===== config.mk =====
export PLATFORM = sky130hd
export DESIGN_NAME = elevator_scan_ctrl
export DESIGN_NICKNAME = d
export VERILOG_FILES = /design/src/rtl/elevator_pkg.sv /design/src/rtl/elev_timer.sv /design/src/rtl/elevator_scan_ctrl.sv
export SDC_FILE = /design/constraint.sdc
export NUM_CORES = 1
export LEC_CHECK = 0
export ABC_AREA = 1
export BUFFER_PORTS_ARGS = -buffer_cell sky130_fd_sc_hd__buf_2
export CAP_MARGIN = 20
export CORE_MARGIN = 4
export CORE_UTILIZATION = 57
export CTS_CLUSTER_DIAMETER = 150
export CTS_CLUSTER_SIZE = 8
export DETAILED_ROUTE_END_ITERATION = 7
export GPL_TIMING_DRIVEN = 0
export HOLD_SLACK_MARGIN = 0.1
export PLACE_DENSITY_LB_ADDON = 0.25
export SYNTH_ARGS = -nofsm -noshare
export SYNTH_HDL_FRONTEND = slang
export SYNTH_SLANG_ARGS = --single-unit

===== constraint.sdc =====
create_clock -name clk -period 3.71 [get_ports clk]
set_input_delay 0.1855 -clock clk [delete_from_list [all_inputs] [get_ports clk]]
set_output_delay 0.1855 -clock clk [all_outputs]
set_load 0.005 [all_outputs]

===== src/rtl/elevator_pkg.sv =====
// Shared types and default constants for the elevator SCAN/LOOK controller.
package elevator_pkg;

  typedef enum logic [1:0] {
    StIdle = 2'd0,
    StMove = 2'd1,
    StDoor = 2'd2
  } state_e;

  localparam int unsigned DefNumFloors    = 16;
  localparam int unsigned DefTravelCycles = 8;
  localparam int unsigned DefDoorCycles   = 4;

  // Floor index width; never narrower than one bit.
  function automatic int unsigned clog2_min1(input int unsigned n);
    return (n > 2) ? $clog2(n) : 1;
  endfunction

endpackage


===== src/rtl/elev_timer.sv =====
// Loadable down-counter; o_done flags the last cycle of a loaded interval.
module elev_timer #(
  parameter int unsigned W = 4
) (
  input  logic         clk,
  input  logic         rst_n,
  input  logic         i_load,
  input  logic [W-1:0] i_load_val,
  output logic         o_done
);

  logic [W-1:0] r_count;

  always_ff @(posedge clk or negedge rst_n) begin
    if (!rst_n) begin
      r_count <= '0;
    end else if (i_load) begin
      r_count <= i_load_val;
    end else if (r_count != '0) begin
      r_count <= r_count - W'(1);
    end
  end

  assign o_done = (r_count == W'(1));

endmodule


===== src/rtl/elevator_scan_ctrl.sv =====
// Single-car elevator controller with LOOK scheduling, travel/door timers and
// a pending-request bitmap.
module elevator_scan_ctrl
  import elevator_pkg::*;
#(
  parameter int unsigned  NUM_FLOORS    = DefNumFloors,
  parameter int unsigned  TRAVEL_CYCLES = DefTravelCycles,
  parameter int unsigned  DOOR_CYCLES   = DefDoorCycles,
  parameter int unsigned  REQ_W         = clog2_min1(NUM_FLOORS),
  localparam int unsigned FLOOR_W       = clog2_min1(NUM_FLOORS)
) (
  input  logic                  clk,
  input  logic                  reset,
  input  logic                  req_valid,
  input  logic [REQ_W-1:0]      req_floor,
  output logic                  req_err,
  output logic [FLOOR_W-1:0]    cur_floor,
  output logic                  dir_up,
  output logic                  moving,
  output logic                  door_open,
  output logic [NUM_FLOORS-1:0] pending
);

  localparam int unsigned TimerMax = (TRAVEL_CYCLES > DOOR_CYCLES) ? TRAVEL_CYCLES : DOOR_CYCLES;
  localparam int unsigned TimerW   = $clog2(TimerMax + 1);
  localparam logic [TimerW-1:0]  TravelLoad = TimerW'(TRAVEL_CYCLES);
  localparam logic [TimerW-1:0]  DoorLoad   = TimerW'(DOOR_CYCLES);
  localparam logic [FLOOR_W-1:0] TopFloor   = FLOOR_W'(NUM_FLOORS - 1);

  state_e                  r_state, w_state_nxt;
  logic [FLOOR_W-1:0]      r_cur_floor, w_floor_nxt;
  logic                    r_dir_up, w_dir_nxt;
  logic [NUM_FLOORS-1:0]   r_pending;
  logic                    r_req_err;

  logic                    w_trav_load, w_door_load, w_trav_done, w_door_done;
  int unsigned             w_req_idx, w_cur_idx;
  logic                    w_req_ok, w_req_here, w_arrive_req, w_stop;
  logic [FLOOR_W-1:0]      w_req_fl, w_step_floor;
  logic [NUM_FLOORS-1:0]   w_set_mask, w_clr_mask, w_mask_above, w_mask_below;
  logic                    w_pend_above, w_pend_below, w_ahead, w_behind, w_near_up;
  int unsigned             w_dist_up, w_dist_dn;
  logic                    w_found_up;

  // Decode the request against the full input width so wide encodings are caught.
  assign w_req_idx    = 32'(req_floor);
  assign w_cur_idx    = 32'(r_cur_floor);
  assign w_req_ok     = req_valid && (w_req_idx < NUM_FLOORS);
  assign w_req_fl     = req_floor[FLOOR_W-1:0];
  assign w_req_here   = w_req_ok && (w_req_fl == r_cur_floor);
  assign w_arrive_req = w_req_ok && (w_req_fl == w_step_floor);
  assign w_stop       = r_pending[w_step_floor] || w_arrive_req;

  always_comb begin
    w_step_floor = r_cur_floor;
    if (r_dir_up && (r_cur_floor != TopFloor)) begin
      w_step_floor = r_cur_floor + FLOOR_W'(1);
    end else if (!r_dir_up && (r_cur_floor != '0)) begin
      w_step_floor = r_cur_floor - FLOOR_W'(1);
    end
  end

  always_comb begin
    w_mask_above = '0;
    w_mask_below = '0;
    w_dist_up    = NUM_FLOORS;
    w_dist_dn    = NUM_FLOORS;
    w_found_up   = 1'b0;
    for (int unsigned i = 0; i < NUM_FLOORS; i++) begin
      w_mask_above[i] = (i > w_cur_idx);
      w_mask_below[i] = (i < w_cur_idx);
      if (r_pending[i] && (i < w_cur_idx)) begin
        w_dist_dn = w_cur_idx - i;
      end
      if (r_pending[i] && (i > w_cur_idx) && !w_found_up) begin
        w_dist_up  = i - w_cur_idx;
        w_found_up = 1'b1;
      end
    end
  end

  assign w_pend_above = |(r_pending & w_mask_above);
  assign w_pend_below = |(r_pending & w_mask_below);
  assign w_ahead      = r_dir_up ? w_pend_above : w_pend_below;
  assign w_behind     = r_dir_up ? w_pend_below : w_pend_above;
  // Ties go down.
  assign w_near_up    = (w_dist_up < w_dist_dn);

  always_comb begin
    w_set_mask = '0;
    if (w_req_ok && (!w_req_here || (r_state == StMove))) begin
      w_set_mask[w_req_fl] = 1'b1;
    end
  end

  always_comb begin
    w_state_nxt = r_state;
    w_floor_nxt = r_cur_floor;
    w_dir_nxt   = r_dir_up;
    w_trav_load = 1'b0;
    w_door_load = 1'b0;
    w_clr_mask  = '0;
    unique case (r_state)
      StIdle: begin
        if (w_req_here) begin
          w_state_nxt = StDoor;
          w_door_load = 1'b1;
        end else if (w_pend_above || w_pend_below) begin
          w_state_nxt = StMove;
          w_trav_load = 1'b1;
          w_dir_nxt   = w_near_up;
        end
      end
      StMove: begin
        if (w_trav_done) begin
          w_floor_nxt = w_step_floor;
          if (w_step_floor == TopFloor) begin
            w_dir_nxt = 1'b0;
          end else if (w_step_floor == '0) begin
            w_dir_nxt = 1'b1;
          end
          if (w_stop) begin
            w_state_nxt              = StDoor;
            w_door_load              = 1'b1;
            w_clr_mask[w_step_floor] = 1'b1;
          end else begin
            w_trav_load = 1'b1;
          end
        end
      end
      StDoor: begin
        if (w_req_here) begin
          w_door_load = 1'b1;
        end else if (w_door_done) begin
          if (w_ahead) begin
            w_state_nxt = StMove;
            w_trav_load = 1'b1;
          end else if (w_behind) begin
            w_state_nxt = StMove;
            w_trav_load = 1'b1;
            w_dir_nxt   = ~r_dir_up;
          end else begin
            w_state_nxt = StIdle;
          end
        end
      end
      default: w_state_nxt = StIdle;
    endcase
  end

  always_ff @(posedge clk or negedge reset) begin
    if (!reset) begin
      r_state     <= StIdle;
      r_cur_floor <= '0;
      r_dir_up    <= 1'b1;
      r_pending   <= '0;
      r_req_err   <= 1'b0;
    end else begin
      r_state     <= w_state_nxt;
      r_cur_floor <= w_floor_nxt;
      r_dir_up    <= w_dir_nxt;
      r_pending   <= (r_pending | w_set_mask) & ~w_clr_mask;
      r_req_err   <= req_valid && !w_req_ok;
    end
  end

  elev_timer #(
    .W (TimerW)
  ) u_travel_timer (
    .clk        (clk),
    .rst_n      (reset),
    .i_load     (w_trav_load),
    .i_load_val (TravelLoad),
    .o_done     (w_trav_done)
  );

  elev_timer #(
    .W (TimerW)
  ) u_door_timer (
    .clk        (clk),
    .rst_n      (reset),
    .i_load     (w_door_load),
    .i_load_val (DoorLoad),
    .o_done     (w_door_done)
  );

  assign req_err   = r_req_err;
  assign cur_floor = r_cur_floor;
  assign dir_up    = r_dir_up;
  assign moving    = (r_state == StMove);
  assign door_open = (r_state == StDoor);
  assign pending   = r_pending;

endmodule


Word level (Yosys, flattened, before mapping)
Cells that the tools add are included.
{"block": "classes", "n_bitwise": 6, "n_lt_le_gt_ge": 38, "add_sub_neg": 35, "n_eq_ne": 18, "reduce_logical": 91, "muxes": 97}
{"op": "two-way mux 32 bit", "n": 31}
{"op": "two-way mux 16 bit", "n": 4}
{"op": "logical AND 1 bit", "n": 56}
{"op": "AND 16 bit", "n": 3}
{"op": "two-way mux 1 bit", "n": 42}
{"op": "subtractor 4 x 4 -> 5 bit (first input constant)", "n": 8}
{"op": "subtractor 4 x 4 -> 5 bit (second input constant)", "n": 8}
{"op": "greater-than comparator 4 bit (first input constant)", "n": 8}
{"op": "less-than comparator 32 bit", "n": 1}
{"op": "less-than comparator 4 bit (first input constant)", "n": 8}
{"op": "OR reduction 16 bit", "n": 2}
{"op": "two-way mux 4 bit", "n": 6}
{"op": "subtractor 3 x 4 -> 5 bit (first input constant)", "n": 4}
{"op": "subtractor 4 x 3 -> 5 bit (second input constant)", "n": 4}
{"op": "logical NOT 1 bit", "n": 18}
{"op": "greater-than comparator 3 x 4 -> 1 bit (first input constant)", "n": 4}
{"op": "less-than comparator 3 x 4 -> 1 bit (first input constant)", "n": 4}
{"op": "NOT 16 bit", "n": 1}
{"op": "OR 16 bit", "n": 1}
{"op": "less-than comparator 4 x 5 -> 1 bit (second input constant)", "n": 3}
{"op": "two-way mux 2 bit", "n": 6}
{"op": "nonzero test 4 bit", "n": 3}
{"op": "subtractor 4 x 1 -> 4 bit (second input constant)", "n": 3}
{"op": "subtractor 1 x 4 -> 5 bit (first input constant)", "n": 2}
{"op": "other kinds (35)", "n": 55}
{"block": "totals", "reg_bits": 32, "out_inout_bits": 24, "in_bits": 7, "elab_cells": 292}

Longest topological paths before layout
Gate-level depths: netlist of run 1.
{"block": "logic_depth", "depth_word": 52, "mapped_depth": 37, "depth_no_buf": 34}

Modules after synthesis
From an unflattened synthesis of run 1, not the netlist that was laid out.
{"block": "unflattened", "cells_unflattened": 820, "area_unflattened_um2": 4777.1}
{"module": "elevator_scan_ctrl", "seq_area_each_um2": 576.8, "instances": 1, "area_each_um2": 4194.0, "cells_each": 746}
{"module": "elev_timer", "seq_area_each_um2": 100.1, "instances": 2, "area_each_um2": 291.5, "cells_each": 37}

Worst setup path before layout of run 1
No wires, ideal clock.
{"block": "synth_timing", "path_kind": "register -> register", "start": "register r_cur_floor[1], in the netlist cur_floor[1]", "end": "register r_dir_up, in the netlist dir_up", "path_buffers": 2, "path_stages_with_launch": 29, "slack_ps": -4, "period_less_slack_ps": 3714, "required_time_ps": 3637, "t_arrival_ps": 3641, "setup_time_ps": 73, "cell_sequence": "dfrtp_1 -> buf_2 -> inv_1 -> clkbuf_1 -> ha_1 -> ha_1 -> nand2_2 -> nor2_2 -> inv_2 -> nand2_1 -> inv_2 -> nand3_2 -> inv_2 -> nand2_2 -> nor2_2 -> inv_1 -> nor2_2 -> inv_1 -> nor2_1 -> nor4_1 -> o221ai_1 -> nor2_1 -> o221ai_1 -> ha_1 -> a21oi_1 -> nand2_1 -> nand2_1 -> nand3_1 -> a21oi_1"}
{"block": "synth_between", "elab_chain_cells": 52, "word_cells_on_any_way": 204, "cone_classes": "33 x add/sub; 33 x order compare; 9 x eq/ne; 56 x mux; 2 x bitwise; 71 x reduce/logical"}
{"element": "from (decl)", "line": "elevator_scan_ctrl.sv:31", "text": "logic [FLOOR_W-1:0] r_cur_floor, w_floor_nxt;"}
{"element": "from (signal assigned)", "line": "elevator_scan_ctrl.sv:160", "text": "r_cur_floor <= w_floor_nxt;"}
{"element": "greater-than comparator 1 x 4 -> 1 bit", "line": "elevator_scan_ctrl.sv:70, elevator_scan_ctrl.sv:75"}
{"element": "logical AND 1 bit", "line": "elevator_scan_ctrl.sv:75", "text": "if (r_pending[i] && (i > w_cur_idx) && !w_found_up) begin"}
{"element": "two-way mux 1 bit", "line": "elevator_scan_ctrl.sv:75"}
{"element": "logical NOT 1 bit", "line": "elevator_scan_ctrl.sv:75"}
{"element": "logical AND 1 bit", "line": "elevator_scan_ctrl.sv:75"}
{"element": "two-way mux 1 bit", "line": "elevator_scan_ctrl.sv:75"}
{"element": "logical NOT 1 bit", "line": "elevator_scan_ctrl.sv:75"}
{"element": "logical AND 1 bit", "line": "elevator_scan_ctrl.sv:75"}
{"element": "(+36 left out)"}
{"element": "two-way mux 1 bit", "line": "elevator_scan_ctrl.sv:75"}
{"element": "logical NOT 1 bit", "line": "elevator_scan_ctrl.sv:75"}
{"element": "logical AND 1 bit", "line": "elevator_scan_ctrl.sv:75"}
{"element": "two-way mux 32 bit", "line": "elevator_scan_ctrl.sv:75"}
{"element": "less-than comparator 32 bit", "line": "elevator_scan_ctrl.sv:87", "text": "assign w_near_up = (w_dist_up < w_dist_dn);"}
{"element": "two-way mux 1 bit", "line": "elevator_scan_ctrl.sv:108", "text": "end else if (w_pend_above || w_pend_below) begin"}
{"element": "two-way mux 1 bit", "line": "elevator_scan_ctrl.sv:105", "text": "if (w_req_here) begin"}
{"element": "case mux 1 bit (3 select lines)", "line": "elevator_scan_ctrl.sv:103", "text": "unique case (r_state)"}
{"element": "to (signal assigned)", "line": "elevator_scan_ctrl.sv:161", "text": "r_dir_up <= w_dir_nxt;"}
{"element": "to (decl)", "line": "elevator_scan_ctrl.sv:32", "text": "logic r_dir_up, w_dir_nxt;"}
Parallel ways exist; a longest one is shown, timed or not. The select of a mux whose other input is x is not followed.
A chain may end at the register's enable or synchronous reset.

Worst setup path in the final report of run 1
{"block": "layout_timing", "start": "register r_cur_floor[0], in the netlist cur_floor[0]", "end": "register r_dir_up, in the netlist dir_up"}
The elaborated chain is that of the path after synthesis.

==> key figures, run 1 <==
Clocking
  • Clock slew at reported path FFs: roughly 70 ps
  • Clock sink count: 31
  • Later-pin clock latency in the skew report: 290 ps
  • Clock root cell: clkbuf_8
  • CTS tree: built
  • CTS max path bufs: 2
  • H-tree depth: 2
  • Inserted Clock Buffers: 5

Place
  • Placed insts: between 900 and 1,000
  • Port bufs: 29
  • Hpwl dp: 12,600 um
  • GPL Wtd Cong: 1.06

Floorplanning
  • Initial Utilization: slightly below 60%
  • Total core area: 7850 sq um
  • Die footprint: between 9000 and 10,000 sq um
  • I/O Pins: 31
  • Die Y: ~100 um
  • DIE WIDTH: 98.4 um
  • Num rows: 32

STA
  • Fin crit share: 99.6%
  • Final Max Slew Viols: 0
  • Least-Margin Pin Slew: between 700 and 800 ps
  • Clk_skew: 5.68 ps
  • Min Tclk post-route: 3690 ps
  • RSZ-0062 raised after global routing: yes
  • Final setup viols: 0
  • Slew HR: between 50 and 60%
  • FMAX: 0.271 GHz
  • Final Hold Viols: 0

Global routing
  • Global-route wire length before repair: around 27,000 um
  • Initial antenna violation count: 0
  • Largest net degree at the start of global routing: 32
  • Tot GR Track Use: 34.7%
  • Vias in the first global route: around 5,400
  • GR Overflow Total: 0

Final layout
  • Share of cells above drive strength 1: 22.6%
  • Final core occ: about three quarters
  • Nets: 921
  • Non-filler instance count after layout: a little under 1,000
  • # fillers: between 600 and 700
  • N_diodes: 0
  • Layout area overhead: 23.7%

Critical path
  • Critical Path End Type: flop
  • WP data required: between 3000 and 4000 ps
  • CP Launch Type: flop
  • Crit path kind: flop to flop
  • Crit path max fanout: 6
  • WP data arrival: around 4000 ps

Synth
  • Share of the yosys chip area belonging to registers: between 10% and 20%
  • Area of the mapped netlist: between 4000 and 5000 sq um
  • Area share of fa/ha/maj cells after synthesis: 9.94%
  • Cells after Synth: ~800
  • Synth Area in Compound Gates: 21.5%
  • Main combinational cell family by area after synthesis: simple AND/OR/NAND/NOR gates
  • Seq cells post-synth: 31
  • Syn_nets: around 840
  • Syn Area/Cell: ~5.8 sq um
  • Yosys warns: 0
  • Post-synthesis mux area share: 0%
  • Post-Synth XOR/XNOR Area: between 2 and 2.5%
  • Yosys cell types: 48
  • Synth Area in Simple Gates: a little over a third

Detailed routing
  • DRC: 0
  • Drt total wl: approximately 18,000 um
  • Number of routed nets with antenna violations: 0
  • First-pass DRT Iterations: 6
  • Routed vias/inst: 6.05
  • Drt wl/cell: approximately 18 um
  • Initial DRC Count: around 520
  • Vias: slightly below 6,000

Job
  • Max-Cap Viols: 0

Worst hold path
  • Class of the worst hold path: primary input to flop

Outcome
  • Run status: completed
-- state kept, by name, summed over array words and instances, names as in the netlist --
signal / count
cur_floor: 4
dir_up: 1
pending: 16
r_state: 2
u_door_timer.r_count: 4
u_travel_timer.r_count: 4
-- worst max-delay path, stage by stage (launching register included) --
cell	delay, ps
dfrtp_1	380
buf_6	130
inv_4	60
buf_12	130
buf_12	120
ha_1	280
a21oi_1	200
nand2_2	140
nand3_4	170
inv_2	60
nand2_4	90
nor2_4	60
inv_2	70
nor2_4	50
inv_2	80
nor2_2	40
nor4_2	290
o221ai_1	170
nor2_1	150
o221ai_2	100
ha_1	350
nand2_1	70
inv_1	30
nand2_1	50
nand2_1	50
nand2_1	80
nand3_2	90
a21oi_2	120
-- cell usage after synthesis, drive strengths merged --
cell type	n	area (sq um)
o21ai	82	448
nand4	10	62.6
clkinv	3	11.3
o31ai	1	7.51
nor3	12	60.1
and3	1	6.26
o211ai	8	65.1
a31oi	3	18.8
nand3	58	300
inv	146	553
nor4	1	6.26
a211oi	5	47.5
clkbuf	4	15.0
ha	37	463
o21bai	1	7.51
o221ai	3	26.3
nand3b	1	7.51
a221oi	1	8.76
or2	2	12.5
o2111ai	8	70.1
o22ai	14	87.6
dfstp	1	26.3
a21oi	38	190
a21boi	1	7.51
nand2	227	892
dfrtp	30	751
a22oi	2	15.0
buf	11	63.8
conb	1	3.75
xor2	11	96.3
nor2	72	312
xnor2	2	17.5
-- final cells by class --
class	instances	area (sq um)	area share [%]
plain buffers	14	150	2.61
clock buffers	7	86.3	1.50
clock inverters	1	5.00	0.0868
inverters	149	576	9.99
multi-input cells	602	3530	61.2
flip-flops and latches	31	781	13.5
well taps	102	128	2.21
repair buffers	74	510	8.86
-- stage by stage --
| stage | worst slack [ps] | TNS (ps) | hold WS, ps | cell area [sq um] |
|---|---|---|---|---|
| floorplan | 149 | 0 | -110 | 4660 |
| global placement | -920 | -2040 | 251 | 4930 |
| detailed placement | -906 | -3770 | 266 | 4930 |
| CTS | 0.619 | 0 | 353 | 5280 |
| global route | -185 | -185 | 393 | 5760 |
| finish | 15.3 | 0 | 377 | 5760 |
-- repair_timing --
action / 4_1_cts / 5_1_grt
setup buffers: 11 / 33
pin swaps: 11 / 25
setup endpoints to repair: 26 / 1
hold buffers: 1 / 0
endpoints found under the hold margin: 30 / 0
gates resized for setup: 45 / 57
-- placed cells by master, fill, tap and decap left out, types with 9 or more instances in the layout --
| cell type | netlist | routed |
|---|---|---|
| a21oi_1 | 38 | 32 |
| buf_2 | 6 | 31 |
| buf_4 | 4 | 44 |
| dfrtp_1 | 30 | 27 |
| ha_1 | 37 | 31 |
| inv_1 | 130 | 117 |
| inv_2 | 14 | 25 |
| nand2_1 | 217 | 208 |
| nand2_2 | 7 | 13 |
| nand3_1 | 56 | 46 |
| nand3_2 | 2 | 11 |
| nand4_1 | 10 | 10 |
| nor2_1 | 65 | 58 |
| nor3_1 | 12 | 11 |
| o21ai_0 | 69 | 67 |
| o21ai_1 | 7 | 9 |
| o22ai_1 | 14 | 14 |
| xor2_1 | 11 | 11 |
-- metal layers --
layer	vias up	share of wire [%]	global-route usage (%)
met2	388	47	57.2
met4	0	4.7	16.9
met1	2702	39	44.7
li1	2753	-	-
met3	89	9.7	4.88
met5	-	0	0
-- final timing paths --
kind	cells after the start	to	startpoint	slack, ps
setup / recovery	27	dir_up	cur_floor[0]	20
hold / removal	4	pending[11]	req_floor[2]	380
setup reg to reg	27	dir_up	cur_floor[0]	20
hold reg to reg	2	u_door_timer.r_count[1]	u_door_timer.r_count[1]	550
max in group asynchronous	2	cur_floor[2]	reset	2700
min in group asynchronous	2	r_state[1]	reset	510
-- cell families after synthesis --
group / Yosys count
xor gates and xnor gates: 13
DFF: 31
adders and majority gates: 37
buffers and inverters: 164
other: 1
and+or+nand+nor: 384
AOI/OAI and AO/OA: 167
Power of run 1 is left out: the tool's default activity adds up to more than one toggle a clock period on the data nets, which glitch-free logic cannot reach.
==> inputs of run 2 (changes only) <==
CORE_MARGIN = not set   (was 4)
==> run 2 against run 1 <==
Against the previous run: the flow now finishes with violations (negative setup slack); routed wire length grew 7.1%; global-route usage grew 7.9 points; register-to-register slack lost 70 ps; fmax shrank 2.0%; cell area is essentially flat; sequential cell count is the same; critical endpoint unchanged; largest cell class unchanged; final cell count shrank 0.61%; non-clock buffer count shrank 6; critical path depth is the same; clock skew grew 4.1 ps.
==> key figures, run 2 (same netlist as run 1, synthesis figures left out) <==
Detailed routing
  • Number of routed nets with antenna violations: 0
  • First-pass DRT Iterations: 5
  • Wl on met1: roughly 6800 um
  • Drt total wl: around 19,000 um
  • Met2 wire len: 8700 um
  • Top Metal Used: met4
  • Met3 WL post-DR: 2100 um
  • DRC: 0
  • Vias: 6,065
  • Routed vias/inst: a little over 6
  • Initial DRC Count: between 600 and 700
  • Drt wl/cell: 19.3 um

Critical path
  • WP data arrival: 4000 ps
  • R2r endpoint: dir_up
  • Crit path max fanout: 7
  • Crit path kind: flop to flop
  • WP data required: 3940 ps
  • Reg-to-reg slack, setup: -60 ps
  • Worst reg2reg path depth: 27
  • CP Launch Type: flop
  • R2R Path Start: cur_floor[3]
  • Critical Path End Type: flop

Worst hold path
  • Hold Path Depth: 4
  • Sink of the worst hold path: pending[11]
  • Hold path start: req_floor[2]
  • Class of the worst hold path: primary input to flop

STA
  • Final Hold Viols: 0
  • Final Max Slew Viols: 0
  • Final setup viols: 1
  • RSZ-0062 raised after global routing: yes
  • Final setup margin: -58.9 ps
  • Slew HR: between 50% and 60%
  • Min Tclk post-route: ~3800 ps
  • FMAX: 0.265 GHz
  • Least-Margin Pin Slew: roughly 730 ps
  • Min Hold Slack: 389 ps
  • Fin crit share: 102%
  • Clk_skew: ~10 ps

Floorplanning
  • I/O Pins: 31
  • Total core area: around 7800 sq um
  • Die footprint: roughly 8500 sq um
  • Initial Utilization: 59.7%
  • Num rows: 32
  • DIE WIDTH: 92.4 um
  • Die Y: 92.4 um

Final layout
  • Area of the multi-input gates: ~3600 sq um
  • Max reg flops: 16
  • Commonest cells after routing, fill and taps aside: nand2_1 (209), inv_1 (119), o21ai_0 (64)
  • Nets: 915
  • Commonest non-fill, non-tap cell in the layout: nand2_1
  • N_diodes: 0
  • Share of cells above drive strength 1: roughly 23%
  • # fillers: roughly 650
  • Layout area overhead: 23.7%
  • Flip-flop and latch area: a little under 800 sq um

Clocking
  • Clock root cell: clkbuf_8
  • Clock sink count: 31
  • H-tree depth: 2
  • Inserted Clock Buffers: 5
  • Later-pin clock latency in the skew report: between 200 and 300 ps
  • CTS tree: built
  • CTS max path bufs: 2
  • Clock slew at reported path FFs: approximately 70 ps

Place
  • Hpwl dp: ~13,000 um
  • Setup WS pre-CTS: -777 ps
  • GPL Wtd Cong: slightly above 1
  • Port bufs: 29

Global routing
  • Vias in the first global route: between 5,000 and 6,000
  • Global-route wire length before repair: about 28,000 um
  • GR Overflow Total: 0
  • Initial antenna violation count: 0
  • Tot GR Track Use: roughly 43%
  • Largest net degree at the start of global routing: 32

Outcome
  • Run status: complete, but fails checks
  • Violated checks: negative setup slack

Job
  • Max-Cap Viols: 0
run 2: cell count changes in the layout (fill, tap and decap cells not counted), moves of 3 or more:
cell     change
nor2_2       +3
buf_12       -3
ha_1         -5
o21ai_0      -3
inv_2        -3
ha_2         +4
buf_4        -4
run 2: worst max path at each step:
stage                            start  endpoint  slack [ps]  cells past startpoint
after floorplan           cur_floor[1]    dir_up         150                     28
after global placement    cur_floor[1]    dir_up        -760                     31
after detailed placement  cur_floor[1]    dir_up        -780                     33
after CTS                 cur_floor[1]    dir_up          10                     26
after global routing      cur_floor[3]    dir_up        -310                     27
final                     cur_floor[3]    dir_up         -60                     27
run 2: worst max-delay path, stage by stage (launching register included):
cell        delay (ps)
dfrtp_2            450
inv_4               90
buf_8              120
buf_12             130
ha_4               180
clkinvlp_4         150
a211oi_4           290
inv_2               80
nand3_4            140
inv_2               60
nand2_4             80
nor2_4              50
inv_2               60
nor2_4              50
inv_1               80
nor2_1              50
nor4_2             310
o221ai_1           180
nor2_1             200
o221ai_2           150
ha_4               290
nand2_1             70
inv_1               40
nand2_1             50
nand2_1             50
nand2_1             80
nand3_2             80
a21oi_2            140
run 2: layout make-up:
class	instances	area share [%]
buffer	12	2.30
clock buffer	6	1.43
clock inverter	2	0.608
inverter	149	9.98
multi-input combinational	602	61.7
sequential	31	13.5
tap	102	2.21
timing repair buffer	70	8.22
run 2: repair_timing:
action                                 CTS  global route
gates resized for setup                 32            78
hold buffers                             1             0
buffers inserted                         9            30
pin swaps                                3            29
endpoints found under the hold margin   30             0
cloned                                   0             1
setup endpoints to repair               27             1
run 2: metal layers:
layer / GRT usage [%] / vias to the layer above
li1: - / 2741
met1: 49.8 / 2723
met2: 71.7 / 473
met3: 7.88 / 128
met4: 27.1 / 0
met5: 0 / -
run 2: through the flow:
step	util [%]	instances	setup TNS [ps]	instance area [sq um]
2_1_floorplan	-	797	0	4660
3_3_place_gp	63.2	928	-3890	4930
3_5_place_dp	63.2	928	-4120	4930
4_1_cts	67.3	944	0	5260
5_1_grt	73.8	974	-308	5770
6_report	73.8	974	-58.9	5770
Power of run 2 is left out for the same reason.
